==> src/rtl/acc_isa_pkg.sv <==
// ISA constants, state encoding and EXEC strobe bundle for the accumulator processor control unit.
// Shared by the decoder and the FSM; holds no logic of its own.
package acc_isa_pkg;

    localparam logic [3:0] OP_NOP = 4'h0;
    localparam logic [3:0] OP_LDA = 4'h1;
    localparam logic [3:0] OP_STA = 4'h2;
    localparam logic [3:0] OP_ADD = 4'h3;
    localparam logic [3:0] OP_SUB = 4'h4;
    localparam logic [3:0] OP_AND = 4'h5;
    localparam logic [3:0] OP_OR  = 4'h6;
    localparam logic [3:0] OP_XOR = 4'h7;
    localparam logic [3:0] OP_NOT = 4'h8;
    localparam logic [3:0] OP_SHL = 4'h9;
    localparam logic [3:0] OP_SHR = 4'hA;
    localparam logic [3:0] OP_JMP = 4'hB;
    localparam logic [3:0] OP_JZ  = 4'hC;
    localparam logic [3:0] OP_JC  = 4'hD;
    localparam logic [3:0] OP_LDI = 4'hE;
    localparam logic [3:0] OP_HLT = 4'hF;

    localparam logic [1:0] SRC_ALU = 2'd0;
    localparam logic [1:0] SRC_MDR = 2'd1;
    localparam logic [1:0] SRC_IMM = 2'd2;

    typedef enum logic [2:0] {
        ST_IDLE    = 3'd0,
        ST_FETCH   = 3'd1,
        ST_DECODE  = 3'd2,
        ST_OPERAND = 3'd3,
        ST_MEM     = 3'd4,
        ST_EXEC    = 3'd5,
        ST_HALT    = 3'd6
    } state_t;

    typedef struct packed {
        logic       acc_load;
        logic       flags_load;
        logic       pc_load;
        logic [1:0] acc_src;
        logic [3:0] alu_op;
    } exec_t;

    // Opcodes followed by an address or immediate byte.
    function automatic logic is_two_byte(input logic [3:0] op);
        return ((op >= OP_LDA) && (op <= OP_XOR)) || ((op >= OP_JMP) && (op <= OP_LDI));
    endfunction

endpackage

==> src/rtl/acc_ctrl_decode.sv <==
// Opcode decoder: successor states after DECODE/OPERAND/MEM and the EXEC strobe set.
// Purely combinational; zero latency, no flow control.
module acc_ctrl_decode
    import acc_isa_pkg::*;
(
    input  logic [3:0] opcode,
    input  logic       zero_flag,
    input  logic       carry_flag,
    output state_t     dec_next,
    output state_t     oper_next,
    output logic       is_store,
    output exec_t      exec_dec
);

    always_comb begin
        dec_next = ST_EXEC;
        if (opcode == OP_NOP) begin
            dec_next = ST_FETCH;
        end else if (opcode == OP_HLT) begin
            dec_next = ST_HALT;
        end else if (is_two_byte(opcode)) begin
            dec_next = ST_OPERAND;
        end

        // Memory-referencing opcodes need the data phase; jumps and LDI use MAR directly.
        oper_next = (opcode <= OP_XOR) ? ST_MEM : ST_EXEC;
        is_store  = (opcode == OP_STA);

        exec_dec = '0;
        case (opcode)
            OP_LDA: begin
                exec_dec.acc_load = 1'b1;
                exec_dec.acc_src  = SRC_MDR;
            end
            OP_ADD, OP_SUB, OP_AND, OP_OR, OP_XOR, OP_NOT, OP_SHL, OP_SHR: begin
                exec_dec.acc_load   = 1'b1;
                exec_dec.flags_load = 1'b1;
                exec_dec.acc_src    = SRC_ALU;
                exec_dec.alu_op     = opcode;
            end
            OP_LDI: begin
                exec_dec.acc_load = 1'b1;
                exec_dec.acc_src  = SRC_IMM;
            end
            OP_JMP:  exec_dec.pc_load = 1'b1;
            OP_JZ:   exec_dec.pc_load = zero_flag;
            OP_JC:   exec_dec.pc_load = carry_flag;
            default: exec_dec = '0;
        endcase
    end

endmodule

==> src/rtl/acc_ctrl_fsm.sv <==
// Multi-cycle controller for the 8-bit accumulator CPU: fetch, operand, memory and execute phases.
// 2-5 cycles per instruction plus one per memory wait cycle; requests hold until mem_ack or timeout.
module acc_ctrl_fsm
    import acc_isa_pkg::*;
#(
    parameter int unsigned WAIT_LIMIT = 0
) (
    input  logic       clk,
    input  logic       rstn,
    input  logic [7:0] mem_rdata,
    input  logic       mem_ack,
    input  logic       zero_flag,
    input  logic       carry_flag,
    output logic       mem_req,
    output logic       mem_we,
    output logic       addr_sel,
    output logic       pc_inc,
    output logic       pc_load,
    output logic       mar_load,
    output logic       mdr_load,
    output logic       acc_load,
    output logic       flags_load,
    output logic [1:0] acc_src,
    output logic [3:0] alu_op,
    output logic       halted,
    output logic       fault,
    output logic [2:0] state
);

    localparam logic [7:0] WAIT_LIM8 = 8'(WAIT_LIMIT);

    state_t     cur_st;
    state_t     nxt_st;
    logic [7:0] ir;
    logic [7:0] wait_cnt;
    logic       requesting;
    logic       timeout;
    state_t     dec_next;
    state_t     oper_next;
    logic       is_store;
    exec_t      exec_dec;
    logic       unused_ir_lo;

    // The low nibble of the instruction byte carries no meaning in this ISA.
    assign unused_ir_lo = ^ir[3:0];

    acc_ctrl_decode u_decode (
        .opcode     (ir[7:4]),
        .zero_flag  (zero_flag),
        .carry_flag (carry_flag),
        .dec_next   (dec_next),
        .oper_next  (oper_next),
        .is_store   (is_store),
        .exec_dec   (exec_dec)
    );

    assign requesting = (cur_st == ST_FETCH) || (cur_st == ST_OPERAND) || (cur_st == ST_MEM);
    assign timeout    = (WAIT_LIMIT != 0) && requesting && !mem_ack
                        && (wait_cnt == WAIT_LIM8 - 8'd1);

    // Ack-qualified strobes must land in the same cycle the memory returns data.
    assign pc_inc   = mem_ack && ((cur_st == ST_FETCH) || (cur_st == ST_OPERAND));
    assign mar_load = mem_ack && (cur_st == ST_OPERAND);
    assign mdr_load = mem_ack && (cur_st == ST_MEM) && !is_store;
    assign state    = cur_st;

    always_comb begin
        nxt_st = cur_st;
        case (cur_st)
            ST_IDLE:    nxt_st = ST_FETCH;
            ST_FETCH:   if (mem_ack) nxt_st = ST_DECODE;
            ST_DECODE:  nxt_st = dec_next;
            ST_OPERAND: if (mem_ack) nxt_st = oper_next;
            ST_MEM:     if (mem_ack) nxt_st = is_store ? ST_FETCH : ST_EXEC;
            ST_EXEC:    nxt_st = ST_FETCH;
            ST_HALT:    nxt_st = ST_HALT;
            default:    nxt_st = ST_IDLE;
        endcase
        if (timeout) begin
            nxt_st = ST_HALT;
        end
    end

    // Moore outputs are registered from the next state so they are valid for the whole state.
    always_ff @(posedge clk or negedge rstn) begin
        if (!rstn) begin
            cur_st     <= ST_IDLE;
            ir         <= 8'd0;
            wait_cnt   <= 8'd0;
            mem_req    <= 1'b0;
            mem_we     <= 1'b0;
            addr_sel   <= 1'b0;
            pc_load    <= 1'b0;
            acc_load   <= 1'b0;
            flags_load <= 1'b0;
            acc_src    <= 2'd0;
            alu_op     <= 4'd0;
            halted     <= 1'b0;
            fault      <= 1'b0;
        end else begin
            cur_st <= nxt_st;

            if ((cur_st == ST_FETCH) && mem_ack) begin
                ir <= mem_rdata;
            end

            if (requesting) begin
                wait_cnt <= mem_ack ? 8'd0 : wait_cnt + 8'd1;
            end

            mem_req  <= (nxt_st == ST_FETCH) || (nxt_st == ST_OPERAND) || (nxt_st == ST_MEM);
            addr_sel <= (nxt_st == ST_MEM);
            mem_we   <= (nxt_st == ST_MEM) && is_store;

            if (nxt_st == ST_EXEC) begin
                pc_load    <= exec_dec.pc_load;
                acc_load   <= exec_dec.acc_load;
                flags_load <= exec_dec.flags_load;
                acc_src    <= exec_dec.acc_src;
                alu_op     <= exec_dec.alu_op;
            end else begin
                pc_load    <= 1'b0;
                acc_load   <= 1'b0;
                flags_load <= 1'b0;
                acc_src    <= 2'd0;
                alu_op     <= 4'd0;
            end

            halted <= (nxt_st == ST_HALT);
            if (timeout) begin
                fault <= 1'b1;
            end
        end
    end

endmodule

==> config.mk <==
export PLATFORM = sky130hd
export DESIGN_NAME = acc_ctrl_fsm
export DESIGN_NICKNAME = d
export VERILOG_FILES = /design/src/rtl/acc_isa_pkg.sv /design/src/rtl/acc_ctrl_decode.sv /design/src/rtl/acc_ctrl_fsm.sv
export SDC_FILE = /design/constraint.sdc
export NUM_CORES = 1
export LEC_CHECK = 0
export BUFFER_PORTS_ARGS = -buffer_cell sky130_fd_sc_hd__buf_4
export CAP_MARGIN = 15
export CORE_MARGIN = 1
export CORE_UTILIZATION = 50
export DETAILED_ROUTE_END_ITERATION = 8
export PLACE_DENSITY = 0.8
export SYNTH_ARGS = -nofsm -noshare
export SYNTH_HDL_FRONTEND = slang
export SYNTH_SLANG_ARGS = --single-unit
export TNS_END_PERCENT = 20
==> constraint.sdc <==
create_clock -name clk -period 4.55 [get_ports clk]
set_input_delay 0.455 -clock clk [delete_from_list [all_inputs] [get_ports clk]]
set_output_delay 0.455 -clock clk [all_outputs]
set_load 0.05 [all_outputs]
-- Yosys cells after proc, flatten, opt, wreduce, memory -nomap -nowiden
Cells that the tools add are included.
- register bits after elaboration: 24
- bits of input ports: 13
- logic and storage cells: 78
- order comparisons: 4
- equal/unequal tests: 26
- multiplexer cells: 19
- reductions and logical operators: 18
- operators by type and width (cell ; number):
    $eq 4x4->1 const B ; 8
    $mux 3 ; 7
    $eq 3x3->1 const B ; 6
    $pmux 3 s6 ; 1
    $eq 4x3->1 const B ; 4
    $reduce_or 10->1 ; 1
    $eq 3x2->1 const B ; 3
    $eq 4x2->1 const B ; 2
    $logic_and 1x1->1 ; 8
    $mux 4 ; 2
    $reduce_or 8->1 ; 1
    $eq 3x1->1 const B ; 2
    $mux 1 ; 6
    $eq 4x1->1 const B ; 1
    $ge 4x1->1 const B ; 1
    $ge 4x4->1 const B ; 1
    $le 4x3->1 const B ; 1
    $le 4x4->1 const B ; 1
    $logic_not 4->1 ; 1
    $logic_or 1x1->1 ; 4
    $pmux 2 s2 ; 1
    $logic_not 3->1 ; 1
    $pmux 1 s3 ; 1
    $mux 2 ; 1
    other kinds (2) ; 2

-- Logic depth before layout (Yosys ltp)
Gate-level depths: netlist (run 1).
- depth after elaboration: 10
- depth in mapped cells: 7
- depth with buffers taken out: 6

-- By module
Synthesis (run 1) repeated with hierarchy kept, for this count alone.
- cells, all modules: 110
- area total of the unflattened synthesis: 1073.5 um2
- modules (own cells, without submodules) (module ; times used ; cells an instance ; area an instance (um2) ; sequential area each (um2)):
    acc_ctrl_fsm ; 1 ; 75 ; 854.6 ; 500.5
    acc_ctrl_decode ; 1 ; 35 ; 219.0 ; 0.0

-- Worst setup path before layout (run 1)
No wires, ideal clock.
- path type: reg2out
- start point: register cur_st[0], in the netlist state[0]
- end point: output mdr_load
- data arrival time: 3.363 ns
- setup slack: 0.732 ns
- stages on the path, launching flop included: 3
- path buffers: 0
- path through: dfrtp_1 -> nand2b_1 -> a2111oi_0
- cells in the longest elaborated chain, start to end: 3
- ends and longest elaborated chain (what ; RTL line ; source):
    start, declared ; acc_ctrl_fsm.sv:32 ; state_t cur_st;
    start signal, assigned ; acc_ctrl_fsm.sv:101 ; cur_st <= nxt_st;
    $eq 3x3->1 ; acc_ctrl_fsm.sv:64 ; assign mdr_load = mem_ack && (cur_st == ST_MEM) && !is_store;
    $logic_and 1x1->1 (2 in a row) ; acc_ctrl_fsm.sv:64 ;
    end, declared ; acc_ctrl_fsm.sv:20 ; output logic mdr_load,
No other way between the ends.

-- Worst setup path after layout (run 1)
- start point: register ir[7]
- end point: output mdr_load
- cells in the longest elaborated chain, start to end: 3
- ends and longest elaborated chain (what ; RTL line ; source):
    start, declared ; acc_ctrl_fsm.sv:34 ; logic [7:0] ir;
    start signal, assigned ; acc_ctrl_fsm.sv:104 ; ir <= mem_rdata;
    $eq 4x2->1 ; acc_ctrl_decode.sv:27 ; is_store = (opcode == OP_STA);
    $logic_not 1->1 ; acc_ctrl_fsm.sv:64 ;
    $logic_and 1x1->1 ; acc_ctrl_fsm.sv:64 ;
No other way between the ends.

==> results.py, run 1 <==
metrics = {
    "status": {
        "status": "finished, violations left",
        "violations": "negative hold slack",
    },
    "global_route": {
        "grt_pass1_wl_mm": 2.95,
        "grt-ovfl-total": 0,
        "antenna_found_initial": 0,
        "grt_usage_pct": 20.4,
        "grt_max_degree": 21,
        "grt_pass1_vias": 684,
    },
    "worst_setup_path": {
        "endpoint_kind": "primary output",
        "crit_fanout": 13,
        "crit_end": "mdr_load",
        "crit_type": "register to primary output",
        "worst-r2r-cell-count": 5,
        "rr_endpoint": "acc_load$_DFF_PN0_",
        "start_kind": "register",
        "critPathLaunch": "ir[7]$_DFFE_PN0P_",
        "required_ps": 4090,
        "arrival_ps": 1860,
        "r2r_setup_slack_ps": 2720,
        "reg2reg_from": "ir[7]$_DFFE_PN0P_",
    },
    "yosys": {
        "yosysWarnings": 0,
        "synth_area_per_cell_sq_um": 10.7,
        "synth_area_sq_um": 983,
        "synthArstFlopShare_pct": 100,
        "synth_top_area_share_pct": 50.9,
        "ys_ff_latch": 20,
        "yosysUniqueCellTypes": 38,
        "synth_cells": 92,
        "syn_nets": 105,
        "synth.most_common_cell": "dfrtp_1",
        "netlist_top_cells_area": "dfrtp_1 51%, nand2_1 3.4%, mux2_2 3.4%, nor2_1 3.1%, nor4bb_4 2.5%",
        "synth_top_cells_by_count": "20 x dfrtp_1, 9 x nand2_1, 8 x nor2_1, 6 x inv_1, 4 x o21ai_0",
        "synth_edf_count": 0,
        "yosysTopAreaCell": "dfrtp_1",
        "synth-main-ff-cell": "dfrtp_1",
        "ys_seq_area_share_pct": 50.9,
    },
    "sta": {
        "fmax_mhz": 432,
        "setup_violations": 0,
        "clock_skew_ps": 6.40,
        "period_minus_slack_ps": 2320,
        "rsz0062_at_grt": "false",
        "fin_ws_ps": 2230,
        "fin_crit_sh_pct": 50.9,
        "tns_ps": 0,
        "drv_slew": 0,
        "hold_viol": 16,
        "hold_slack_ps": -8.23,
    },
    "power": {
        "irDropWorstVdd_uv": 463,
        "total_power_mw": 0.912,
        "p_per_area_nw_per_um2": 738,
        "leakagePower_nw": 0.625,
    },
    "drt": {
        "viasPerCell": 5.38,
        "wl_per_cell_microns": 13.3,
        "antenna_left": 0,
        "dr.first_iter.drc_count": 15,
        "drc": 0,
        "drt-pass1-iter-count": 5,
        "dr_total_vias": 764,
        "wl_mm": 1.88,
    },
    "clocking": {
        "clock-sinks": 20,
        "insertion_delay_ps": 310,
        "post_cts_buffers": 0,
        "cts_root_buf": "clkbuf_4",
        "numCtsBuffers": 3,
        "clockBufferDepth": 2,
        "ctsHoldBuffers": 0,
        "cts_resized": 0,
        "cts.clk_slew.worst_paths_ps": 120,
        "h-tree-depth": 1,
        "cts_tree": "done",
    },
    "placed_design": {
        "dp_hpwl_mm": 1.34,
        "place.gp.congestion": 0.778,
        "pre_cts_slack_ps": 2600,
        "port_buffers": 27,
    },
    "finish": {
        "final_util_pct": 69.3,
        "fin_nets": 131,
        "drive_gt1_share_pct": 35.0,
        "n_antenna_cell": 0,
        "area_delta_synth_final_pct": 25.7,
    },
    "floorplanning": {
        "die_area_sq_um": 2150,
        "rows": 15,
        "core_area_sq_um": 1780,
        "initial_utilization_pct": 55.2,
        "num_io_pins": 33,
        "die_h_microns": 46.4,
        "die-width_microns": 46.4,
    },
    "worst_hold_path": {
        "min_path_type": "primary input to async pin",
    },
    "flow_run": {
        "cap_violations": 0,
    },
}
[critical path, stage by stage, from the launching register on]
cell	delay [ps]
dfrtp_1	650
nor3_4	130
a2111oi_0	490
buf_4	280
[layout by cell type (no fill, tap or decap), types with 2 or more instances in the layout]
cell type | synthesis | final
buf_4 | 2 | 27
clkbuf_4 | 0 | 3
mux2_2 | 3 | 3
nand2b_1 | 3 | 3
o21ai_0 | 4 | 4
and3_1 | 3 | 3
dfrtp_1 | 20 | 20
nand2_1 | 9 | 9
inv_1 | 6 | 6
a21oi_1 | 2 | 2
nand3_1 | 3 | 3
nor2_1 | 8 | 8
[registers in the layout, summed over array words and instances, names as in the netlist]
register / count
acc_load: 1
ir: 4
mem_we: 1
halted: 1
flags_load: 1
alu_op: 4
addr_sel: 1
mem_req: 1
pc_load: 1
acc_src: 2
state: 3
[kinds of logic (layout without fill, tap and decap cells)]
logic type | Yosys count | count (layout) | synth area share (%)
muxes | 4 | 4 | 4.45
buffers and inverters | 13 | 38 | 6.11
other | 1 | 1 | 0.381
DFF | 20 | 20 | 50.9
AOI/OAI and AO/OA | 16 | 16 | 12.9
xor gates and xnor gates | 2 | 2 | 1.78
and+or+nand+nor | 36 | 36 | 23.5
[worst min-delay path by stage]
stage               from                  to  cells after the start  slack, ps
floorplan           rstn  acc_load$_DFF_PN0_                      0        160
global route        rstn  addr_sel$_DFF_PN0_                      1         10
global placement    rstn   mem_req$_DFF_PN0_                      1        340
CTS                 rstn  addr_sel$_DFF_PN0_                      1          4
detailed placement  rstn  state[0]$_DFF_PN0_                      1        340
finish              rstn  addr_sel$_DFF_PN0_                      1         -8
[layout make-up]
type / count / area, sq um
clock buffer: 3 / 22.5
clock inverter: 1 / 30.0
fill: 139 / 547
inverter: 7 / 26.3
multi-input combinational: 59 / 423
sequential: 20 / 500
tap: 25 / 31.3
timing repair buffer: 27 / 203
[per-layer routing]
metal | global-route usage, % | up-vias | part of all wire [%]
met5 | 0 | - | 0
met4 | 8.82 | 0 | 1.7
met3 | 3.53 | 5 | 4.8
met2 | 37.2 | 26 | 53
met1 | 22.7 | 362 | 41
li1 | - | 371 | -
[through the flow]
stage	instances	instance area, sq um
6_report	142	1240
5_1_grt	142	1240
4_1_cts	142	1240
3_5_place_dp	138	1180
3_3_place_gp	138	1180
2_1_floorplan	92	983
[where the power goes]
part / internal [mW] / switching, mW / leakage, nW / total, mW
Sequential: 0.226 / 0.0933 / 0.262 / 0.319
Combinational: 0.165 / 0.281 / 0.335 / 0.446
Clock: 0.0891 / 0.0574 / 0.0279 / 0.147
Total: 0.480 / 0.432 / 0.625 / 0.912
Note: power is estimated with default switching activity, not from simulation.
==> inputs of run 2 (changes only) <==
- CORE_UTILIZATION: 50 -> 44
- PLACE_DENSITY: 0.8 -> 0.75
- clock period: 4.55 -> 1.9 ns (I/O delays scaled with it)
==> run 2 against run 1 <==
  * The flow now finishes without violations
  * Global-route usage fell by 2.7 points
  * Sequential power is 120% higher
  * Core utilization down 4.7 points
  * Via count up 5.5%
  * Worst setup slack worse by 2100 ps
  * Critical path type unchanged
  * Critical endpoint unchanged
  * Largest power group unchanged
==> results.py, run 2 (synthesized netlist as in run 1, its figures left out) <==
metrics = {
    "global_route": {
        "grtUsageMet2_pct": 27.4,
        "grt_max_degree": 21,
        "busiest_layer": "met2",
        "grtUsageMet1_pct": 24.4,
        "grt_pass1_vias": 691,
        "use_met3_pct": 3.12,
        "grt_pass1_wl_mm": 3.27,
        "antenna_found_initial": 0,
        "grt-ovfl-total": 0,
        "grt_usage_pct": 17.7,
    },
    "clocking": {
        "clockBufferDepth": 2,
        "cts_root_buf": "clkbuf_4",
        "cts_tree": "done",
        "insertion_delay_ps": 310,
        "numCtsBuffers": 3,
        "clock-sinks": 20,
        "cts.clk_slew.worst_paths_ps": 120,
        "h-tree-depth": 1,
    },
    "placed_design": {
        "pre_cts_slack_ps": 205,
        "place.gp.congestion": 0.838,
        "port_buffers": 27,
        "placed_area_sq_um": 1230,
        "dp_hpwl_mm": 1.38,
    },
    "drt": {
        "drc": 0,
        "viasPerCell": 5.30,
        "drt-pass1-iter-count": 4,
        "dr_total_vias": 806,
        "antenna_left": 0,
        "wl_mm": 1.96,
        "dr.first_iter.drc_count": 17,
        "wl_per_cell_microns": 12.9,
    },
    "power": {
        "p_per_area_nw_per_um2": 1710,
        "irDropWorstVdd_uv": 937,
        "leakagePower_nw": 0.656,
    },
    "floorplanning": {
        "rows": 16,
        "initial_utilization_pct": 48.6,
        "core_area_sq_um": 2020,
        "die_h_microns": 49.3,
        "die_area_sq_um": 2430,
        "num_io_pins": 33,
        "die-width_microns": 49.3,
    },
    "sta": {
        "fin_crit_sh_pct": 93.3,
        "hold_slack_ps": 77.9,
        "tns_ps": 0,
        "rsz0062_at_grt": "false",
        "drv_slew": 0,
        "clock_skew_ps": 10.5,
        "fin_ws_ps": 128,
        "setup_violations": 0,
        "period_minus_slack_ps": 1770,
        "hold_viol": 0,
        "fmax_mhz": 564,
    },
    "finish": {
        "final_cell_mix": "34 x buf_4, 18 x dfrtp_1, 9 x nand2_1, 8 x nor2_1, 6 x inv_1",
        "fin_nets": 139,
        "n_antenna_cell": 0,
        "design_area_sq_um": 1310,
        "layout_commonest_cell": "buf_4",
        "seqCellArea_sq_um": 503,
        "final_util_pct": 64.6,
        "area_delta_synth_final_pct": 32.8,
        "fillCellCount": 168,
        "drive_gt1_share_pct": 40.8,
        "multi_input_area_sq_um": 442,
    },
    "worst_setup_path": {
        "crit_type": "register to primary output",
        "required_ps": 1710,
        "r2r_setup_slack_ps": 190,
        "crit_fanout": 6,
        "start_kind": "register",
        "endpoint_kind": "primary output",
        "arrival_ps": 1580,
    },
    "flow_run": {
        "cap_violations": 0,
    },
    "worst_hold_path": {
        "min_path_type": "primary input to register",
    },
    "status": {
        "status": "complete, no violations",
    },
}
[run 2: final cells by class]
cell class / instances / area share (%)
Tap cell: 27 / 2.59
Sequential cell: 20 / 38.5
Clock buffer: 4 / 2.78
Multi-Input combinational cell: 59 / 33.8
Inverter: 7 / 2.01
Timing Repair Buffer: 35 / 20.3
[run 2: repair_timing]
action,in CTS,in global routing
buffers inserted,0,3
endpoints found under the hold margin,20,0
endpoints found under the setup margin,1,1
gates resized for setup,1,1
hold buffers,1,0
[run 2: layer usage]
layer | up-vias | wire length, microns
met2 | 31 | 873
met5 | - | 0
met1 | 386 | 896
li1 | 382 | -
met4 | 0 | 65
met3 | 7 | 120
[run 2: worst paths after layout]
check,from,depth (start not counted),to
min in group asynchronous,rstn,2,acc_load$_DFF_PN0_
hold reg to reg,ir[7]$_DFFE_PN0P_,2,pc_load$_DFF_PN0_
hold / removal,mem_rdata[7],3,ir[7]$_DFFE_PN0P_
max in group asynchronous,rstn,2,ir[4]$_DFFE_PN0P_
setup reg to reg,state[1]$_DFF_PN0_,5,alu_op[1]$_DFF_PN0_
setup / recovery,state[0]$_DFF_PN0_,3,mdr_load
[run 2: per-stage QoR]
stage	cells	power [mW]
5_1_grt	152	2.37
4_1_cts	149	2.17
6_report	152	2.23
3_3_place_gp	144	1.90
2_1_floorplan	92	1.62
3_5_place_dp	144	1.93
[run 2: power breakdown]
part | switching (mW) | total [mW] | internal, mW | leakage [nW]
registers | 0.167 | 0.714 | 0.547 | 0.260
logic | 0.777 | 1.27 | 0.491 | 0.375
clock network | 0.133 | 0.250 | 0.117 | 0.0210
[run 2: worst max-delay path, stage by stage (launching register included)]
cell       delay, ps
dfrtp_1          470
nand2b_1         240
a2111oi_4        320
buf_4            250
